$ cat config.mk
export PLATFORM = sky130hd
export DESIGN_NAME = cpu
export DESIGN_NICKNAME = d
export VERILOG_FILES = /design/src/rtl/cpu.sv
export SDC_FILE = /design/constraint.sdc
export NUM_CORES = 2
export LEC_CHECK = 0
export ABC_CLOCK_PERIOD_IN_PS = 10800
export BUFFER_PORTS_ARGS = -buffer_cell sky130_fd_sc_hd__buf_2
export CAP_MARGIN = 15
export CORE_UTILIZATION = 47
export CTS_BUF_LIST = sky130_fd_sc_hd__clkbuf_2
export CTS_CLUSTER_SIZE = 25
export DETAILED_ROUTE_END_ITERATION = 10
export SETUP_SLACK_MARGIN = 0.15
export SYNTH_ARGS = -nofsm -noshare
export SYNTH_HDL_FRONTEND = slang
export SYNTH_SLANG_ARGS = --single-unit
$ cat constraint.sdc
create_clock -name clock -period 10.8 [get_ports clock]
set_input_delay 0 -clock clock [delete_from_list [all_inputs] [get_ports clock]]
set_output_delay 0 -clock clock [all_outputs]
set_load 0.1 [all_outputs]
$ cat src/rtl/cpu.sv
// cpu: multi-cycle (fetch / optional indirect / execute) 32-bit core for a
// Xerox Sigma-style, word-addressed instruction subset. Bit 0 is the MSB
// throughout, matching the instruction-word field layout.
//
// Ports:
//   clock     in   system clock, all state changes on the rising edge
//   reset     in   asynchronous active-low reset
//   data_in   in   [0:31] memory read data (combinational function of address)
//   address   out  [15:31] word address to memory
//   write_en  out  memory write strobe, high only in the EXECUTE cycle of STW
//   data_out  out  [0:31] memory write data
module cpu #(
  parameter logic [15:31] RESET_PC = 17'h00000
) (
  input  logic         clock,
  input  logic         reset,
  input  logic [0:31]  data_in,
  output logic [15:31] address,
  output logic         write_en,
  output logic [0:31]  data_out
);

  localparam logic [0:1] ST_FETCH    = 2'd0;
  localparam logic [0:1] ST_INDIRECT = 2'd1;
  localparam logic [0:1] ST_EXECUTE  = 2'd2;
  localparam logic [0:1] ST_HALT     = 2'd3;

  localparam logic [0:6] OP_AI  = 7'h20;
  localparam logic [0:6] OP_CI  = 7'h21;
  localparam logic [0:6] OP_LI  = 7'h22;
  localparam logic [0:6] OP_AW  = 7'h30;
  localparam logic [0:6] OP_CW  = 7'h31;
  localparam logic [0:6] OP_LW  = 7'h32;
  localparam logic [0:6] OP_STW = 7'h35;
  localparam logic [0:6] OP_SW  = 7'h38;
  localparam logic [0:6] OP_EOR = 7'h48;
  localparam logic [0:6] OP_OR  = 7'h49;
  localparam logic [0:6] OP_AND = 7'h4B;
  localparam logic [0:6] OP_BCR = 7'h68;
  localparam logic [0:6] OP_BCS = 7'h69;
  localparam logic [0:6] OP_BAL = 7'h6A;

  // Immediate opcodes take their operand from bits 12-31 and ignore I and X.
  function automatic logic is_imm(input logic [0:6] op);
    is_imm = (op == OP_LI) || (op == OP_AI) || (op == OP_CI);
  endfunction

  function automatic logic is_impl(input logic [0:6] op);
    case (op)
      OP_AI, OP_CI, OP_LI, OP_AW, OP_CW, OP_LW, OP_STW, OP_SW,
      OP_EOR, OP_OR, OP_AND, OP_BCR, OP_BCS, OP_BAL: is_impl = 1'b1;
      default:                                        is_impl = 1'b0;
    endcase
  endfunction

  // {CC3, CC4}: positive / negative result.
  function automatic logic [0:1] sign_cc(input logic [0:31] v);
    sign_cc = {(v != 32'd0) && !v[0], v[0]};
  endfunction

  // {CC3, CC4}: signed greater / less than.
  function automatic logic [0:1] cmp_cc(input logic [0:31] a, input logic [0:31] b);
    cmp_cc = {$signed(a) > $signed(b), $signed(a) < $signed(b)};
  endfunction

  logic [0:1]   state_q, state_d;
  logic [0:31]  ir_q, ir_d;
  logic [15:31] pc_q, pc_d;
  logic [15:31] ptr_q, ptr_d;
  logic [0:3]   cc_q, cc_d;
  logic [0:31]  regs_q [0:15];
  logic         write_en_q, write_en_d;
  logic [0:31]  data_out_q, data_out_d;

  logic         reg_we_s;
  logic [0:3]   reg_idx_s;
  logic [0:31]  reg_wdata_s;

  logic         ind_s;
  logic [0:6]   op_s;
  logic [0:3]   rf_s;
  logic [0:2]   xf_s;
  logic [15:31] ref_s, base_s, index_s, ea_s;
  logic [0:31]  imm_s, rr_s, addb_s, res_s;
  logic         cin_s, ovf_s;
  logic [0:32]  sum_s;

  assign ind_s = ir_q[0];
  assign op_s  = ir_q[1:7];
  assign rf_s  = ir_q[8:11];
  assign xf_s  = ir_q[12:14];
  assign ref_s = ir_q[15:31];
  assign imm_s = {{12{ir_q[12]}}, ir_q[12:31]};
  assign rr_s  = regs_q[rf_s];

  // Indirection is resolved first (pointer latched in INDIRECT), then indexing.
  assign base_s  = (ind_s && !is_imm(op_s)) ? ptr_q : ref_s;
  assign index_s = (xf_s != 3'd0) ? regs_q[{1'b0, xf_s}][15:31] : 17'd0;
  assign ea_s    = base_s + index_s;

  // Shared adder: subtraction is R + ~M + 1, so CC1 is the carry out of that sum.
  assign cin_s  = (op_s == OP_SW);
  assign addb_s = (op_s == OP_SW) ? ~data_in : ((op_s == OP_AI) ? imm_s : data_in);
  assign sum_s  = {1'b0, rr_s} + {1'b0, addb_s} + {32'd0, cin_s};
  assign res_s  = sum_s[1:32];
  assign ovf_s  = (rr_s[0] == addb_s[0]) && (res_s[0] != rr_s[0]);

  assign write_en = write_en_q;
  assign data_out = data_out_q;

  // Memory address selection for the current cycle.
  always_comb begin
    address = pc_q;
    case (state_q)
      ST_FETCH:    address = pc_q;
      ST_INDIRECT: address = ref_s;
      ST_EXECUTE:  address = is_imm(op_s) ? pc_q : ea_s;
      default:     address = pc_q;
    endcase
  end

  // Next-state, datapath and condition-code logic.
  always_comb begin
    state_d     = state_q;
    pc_d        = pc_q;
    ir_d        = ir_q;
    ptr_d       = ptr_q;
    cc_d        = cc_q;
    reg_we_s    = 1'b0;
    reg_idx_s   = rf_s;
    reg_wdata_s = 32'd0;
    write_en_d  = 1'b0;
    data_out_d  = 32'd0;
    case (state_q)
      ST_FETCH: begin
        ir_d = data_in;
        pc_d = pc_q + 17'd1;
        if (!is_impl(data_in[1:7])) begin
          state_d = ST_HALT;
        end else if (data_in[0] && !is_imm(data_in[1:7])) begin
          state_d = ST_INDIRECT;
        end else begin
          state_d = ST_EXECUTE;
          // Store strobe is registered so it is high for exactly the EXECUTE cycle.
          if (data_in[1:7] == OP_STW) begin
            write_en_d = 1'b1;
            data_out_d = regs_q[data_in[8:11]];
          end else begin
            write_en_d = 1'b0;
          end
        end
      end
      ST_INDIRECT: begin
        ptr_d   = data_in[15:31];
        state_d = ST_EXECUTE;
        if (op_s == OP_STW) begin
          write_en_d = 1'b1;
          data_out_d = rr_s;
        end else begin
          write_en_d = 1'b0;
        end
      end
      ST_EXECUTE: begin
        state_d = ST_FETCH;
        case (op_s)
          OP_LI: begin
            reg_we_s    = 1'b1;
            reg_wdata_s = imm_s;
            cc_d[2:3]   = sign_cc(imm_s);
          end
          OP_LW: begin
            reg_we_s    = 1'b1;
            reg_wdata_s = data_in;
            cc_d[2:3]   = sign_cc(data_in);
          end
          OP_AI, OP_AW, OP_SW: begin
            reg_we_s    = 1'b1;
            reg_wdata_s = res_s;
            cc_d        = {sum_s[0], ovf_s, sign_cc(res_s)};
          end
          OP_CI:  cc_d[2:3] = cmp_cc(rr_s, imm_s);
          OP_CW:  cc_d[2:3] = cmp_cc(rr_s, data_in);
          OP_AND: begin
            reg_we_s    = 1'b1;
            reg_wdata_s = rr_s & data_in;
            cc_d[2:3]   = sign_cc(rr_s & data_in);
          end
          OP_OR: begin
            reg_we_s    = 1'b1;
            reg_wdata_s = rr_s | data_in;
            cc_d[2:3]   = sign_cc(rr_s | data_in);
          end
          OP_EOR: begin
            reg_we_s    = 1'b1;
            reg_wdata_s = rr_s ^ data_in;
            cc_d[2:3]   = sign_cc(rr_s ^ data_in);
          end
          OP_BCR: begin
            if ((cc_q & rf_s) == 4'd0) begin
              pc_d = ea_s;
            end else begin
              pc_d = pc_q;
            end
          end
          OP_BCS: begin
            if ((cc_q & rf_s) != 4'd0) begin
              pc_d = ea_s;
            end else begin
              pc_d = pc_q;
            end
          end
          OP_BAL: begin
            // pc_q already points past the BAL: that is the return address.
            reg_we_s    = 1'b1;
            reg_wdata_s = {15'd0, pc_q};
            pc_d        = ea_s;
          end
          OP_STW:  state_d = ST_FETCH;
          default: state_d = ST_HALT;
        endcase
      end
      ST_HALT: state_d = ST_HALT;
      default: state_d = ST_FETCH;
    endcase
  end

  // Architectural state; reset aborts any instruction and drops the store strobe.
  always_ff @(posedge clock or negedge reset) begin
    if (!reset) begin
      state_q    <= ST_FETCH;
      pc_q       <= RESET_PC;
      ir_q       <= 32'd0;
      ptr_q      <= 17'd0;
      cc_q       <= 4'd0;
      write_en_q <= 1'b0;
      data_out_q <= 32'd0;
      for (int k = 0; k < 16; k++) begin
        regs_q[k] <= 32'd0;
      end
    end else begin
      state_q    <= state_d;
      pc_q       <= pc_d;
      ir_q       <= ir_d;
      ptr_q      <= ptr_d;
      cc_q       <= cc_d;
      write_en_q <= write_en_d;
      data_out_q <= data_out_d;
      if (reg_we_s) begin
        regs_q[reg_idx_s] <= reg_wdata_s;
      end
    end
  end

endmodule

==> Flow_metrics.wiki <==
{| class="wikitable"
! Metric !! Value
|-
| DRC violation count after routing || 0
|-
| Placer's final routability congestion estimate || 1.00
|-
| CP Buf/Inv Count || 3
|-
| Clock slew seen by the registers of the worst setup and hold paths || 0.11 ns
|-
| Violation count after the first detailed-routing iteration || 3365
|-
| Die ar. || 0.0842 sq mm
|-
| CTS Sinks || 617
|-
| CTS tree || yes
|-
| Flops & latches, synth || 617
|-
| Clock buffer count from CTS || 164
|-
| GR Overflow Total || 0
|-
| Unrepaired setup endpoints after global routing || no
|-
| Area of placed instances || 0.0404 sq mm
|-
| Number of buffers on the longest clock path || 3
|-
| Final setup slack of the worst path || 3.52 ns
|-
| Predominant post-synthesis flop cell || sky130_fd_sc_hd__dfrtp_1
|-
| Maximum clock skew at final layout || 0.0978 ns
|-
| Count of instances resized after the clock tree is built || 0
|-
| Count of input and output buffers || 83
|-
| Signal arrival time at the worst endpoint || 7.28 ns
|-
| Worst Hold Margin || 0.196 ns
|-
| Die boundary width || 290 um
|-
| Final-report max-slew violation count || 0
|-
| Leading cell types in the layout, fill and taps excluded || sky130_fd_sc_hd__nor2_1 (627), sky130_fd_sc_hd__dfrtp_1 (610), sky130_fd_sc_hd__a21oi_1 (601), sky130_fd_sc_hd__mux4_2 (337), sky130_fd_sc_hd__clkbuf_2 (230)
|-
| Max Fclk || 137 MHz
|-
| DP Worst Slack || 3.98 ns
|-
| Worst slew margin relative to its limit || 11.2%
|-
| Min-Delay Startpoint || data_in[10]
|-
| Total Nets Final || 4131
|-
| Hpwl dp || 87600 um
|-
| Part of the cycle the worst path needs || 67.4%
|-
| Count of endpoints failing setup in the final report || 0
|-
| Non-filler instance count after layout || 5110
|-
| Largest stage delay, worst path || 0.82 ns
|-
| Total length of routed wires || 134000 um
|-
| Most frequent standard cell in the layout excluding fill and tap cells || sky130_fd_sc_hd__nor2_1
|-
| Final routed wire length divided by cell count || 26.3 um
|-
| Number of nets produced by synthesis || 4019
|-
| Root Buffer || sky130_fd_sc_hd__clkbuf_2
|-
| Count of cell types in the netlist || 82
|-
| Proportion of netlist area held by the largest area contributor || 39.5%
|-
| Max cap viols || 0
|-
| H-tree levels || 4
|-
| Critical path endpoint category || primary output
|-
| Maximum number of pins on one net before global-route repair || 171
|-
| Critical path peak fanout || 36
|-
| Count of antenna-violating nets left after detailed routing || 0
|-
| EDFF count, synth || 0
|-
| Std-Cell Core Area || 0.0821 sq mm
|-
| Cells along the critical path || buf_4 > inv_1 > nand2_1 > o22ai_1 > a221oi_1 > ha_1 > a21o_1 > a21oi_1 > o21bai_1 > a2111oi_0 > o41a_1 > o21ai_0 > o41a_1 > a21oi_1 > xnor2_1 > a21o_1 > buf_2
|-
| Startpoint type of the worst setup path || flop
|-
| Path category of the worst min-delay check || in2reg
|-
| Final std cell area, no fill || 0.0429 sq mm
|-
| Post-CTS setup repair buffer count || 0
|-
| Cell family contributing the most delay on the critical path || compound AO/OA/AOI/OAI gates
|-
| Transition time of the tightest slew-check pin || 1.32 ns
|-
| Total Power Consumption || 10.6 mW
|-
| GRT Total Usage || 32.2%
|-
| Total number of yosys warnings || 0
|-
| Type of the worst setup path || reg2out
|-
| Number of top-level pins || 84
|-
| Floorplan die height || 290 um
|-
| Mapped cell area || 0.0390 sq mm
|-
| Via count of the first global-routing pass || 31700
|-
| Accumulated negative setup slack || 0 ns
|-
| Static Leak || 16.6 nW
|-
| Ranking of synthesized cells by area || sky130_fd_sc_hd__dfrtp_1 (40%), sky130_fd_sc_hd__mux4_2 (19%), sky130_fd_sc_hd__a21oi_1 (7.7%), sky130_fd_sc_hd__nor2_1 (6.1%), sky130_fd_sc_hd__ha_1 (5.8%)
|-
| Post-synthesis cell count || 3801
|-
| Crit Reg-Reg Startpoint || ir_q[11]
|-
| Number of hold violations in the final report || 0
|-
| Final Util || 52.2%
|-
| Power Dens Cells || 247 mW/mm^2
|-
| Max rail drop VDD || 310 uV
|-
| Row count || 105
|-
| Number of antenna violations at the first check in global routing || 4
|-
| CP max stage cell || sky130_fd_sc_hd__a221oi_1
|-
| Latest clock arrival within the worst-skew pair || 1.42 ns
|-
| Effective utilization at floorplan || 47.5%
|-
| Sequential cell area fraction in the yosys report || 39.5%
|-
| Startpoint of the worst setup timing path || ir_q[14]
|-
| Routed vias || 32200
|-
| Outcome || complete, no violations
|-
| Top cell type by total area after synthesis || sky130_fd_sc_hd__dfrtp_1
|-
| Number of detailed-route iterations in the first pass || 8
|-
| Hold buffer count at cts || 92
|-
| Clock period minus final worst setup slack || 7.28 ns
|-
| Mean post-synth cell area || 10.3 sq um
|-
| Via density per instance || 6.30
|-
| Layout cell share with drive strength beyond 1 || 21.6%
|-
| Global-route wire length before repair || 203000 um
|-
| Fraction of registers with async set/reset || 100%
|-
| Placed Instances || 4722
|-
| Required arrival time at the worst endpoint || 10.80 ns
|-
| Synthesis-to-layout area growth || 9.83%
|}
## cell families (layout without fill, tap and decap cells)
group	count (synthesis)	after routing	share of synthesized area [%]
adder cells (fa/ha/maj)	184	184	5.95
buffers and inverters	482	719	4.75
AO/OA/AOI/OAI	1055	1055	16.1
multiplexers	424	424	21.9
flip-flops	617	617	39.5
XOR/XNOR	37	37	0.849
AND/OR/NAND/NOR	1002	1002	11.0
other	0	2	0
## where the power goes
part / internal, mW / total (mW) / switching, mW
clock network: 0.632 / 1.67 / 1.04
logic: 2.10 / 5.65 / 3.54
registers: 2.71 / 3.29 / 0.575
total: 5.45 / 10.6 / 5.15
## path summary, 6_finish.rpt
path	slack (ns)	cells after the start	end
worst max-delay path	3.52	17	address[16]
worst min-delay path	0.20	5	regs_q[469]
min in group asynchronous	0.33	5	regs_q[504]
worst min register to register	0.51	2	regs_q[505]
max in group asynchronous	9.01	6	regs_q[297]
worst max register to register	3.87	14	regs_q[509]
## layer usage
| metal | vias to the layer above | global-route usage (%) | part of all wire (%) |
|---|---|---|---|
| li1 | 14300 | - | - |
| met1 | 16100 | 44.8 | 42 |
| met2 | 1469 | 49.7 | 46 |
| met3 | 279 | 6.42 | 7.9 |
| met4 | 0 | 12.9 | 3.8 |
| met5 | - | 0 | 0 |
## state kept, by name (all words and copies together), names as in the netlist
name	flops
regs_q	512
data_out	32
ir_q	32
pc_q	17
ptr_q	17
cc_q	4
state_q	2
write_en	1
## worst min-delay path: stages
cell and delay, ns:
sky130_fd_sc_hd__dlygate4sd3_1 0.55, sky130_fd_sc_hd__buf_6 0.44, sky130_fd_sc_hd__a221oi_2 0.15, sky130_fd_sc_hd__buf_4 0.21
sky130_fd_sc_hd__a21oi_1 0.14
## cell usage after synthesis, drive strengths merged, types with 5 or more instances
library cell  count
and3             20
or3              10
buf              64
o22ai            40
mux2             60
nor2            640
xor2             13
nand2           153
nand4            26
o31ai             5
o21a             13
a31oi            12
a2111oi           7
clkbuf          246
o211a             5
nand3b            5
or4               8
and4              7
nor4             34
nor3             20
dfrtp           617
mux4            337
o21bai           10
a221oi           31
inv             170
o21ai           152
o211ai            8
ha              181
nand2b           17
nor2b            10
nand3            29
and2             12
a21oi           604
a21o             28
a211oi           28
a221o            26
a22oi            43
xnor2            24
nor3b             5
mux2i            27
## final cells by class
cell class              instances  area (sq um)
diodes                          2          5.00
clock buffers                 229          1150
clock inverters                62           333
fillers                      7489         39200
inverters                     172           646
multi-input cells            2702         21900
flip-flops and latches        617         15500
well taps                    1070          1340
repair buffers                256          2030
Note: power is estimated with default switching activity, not from simulation.
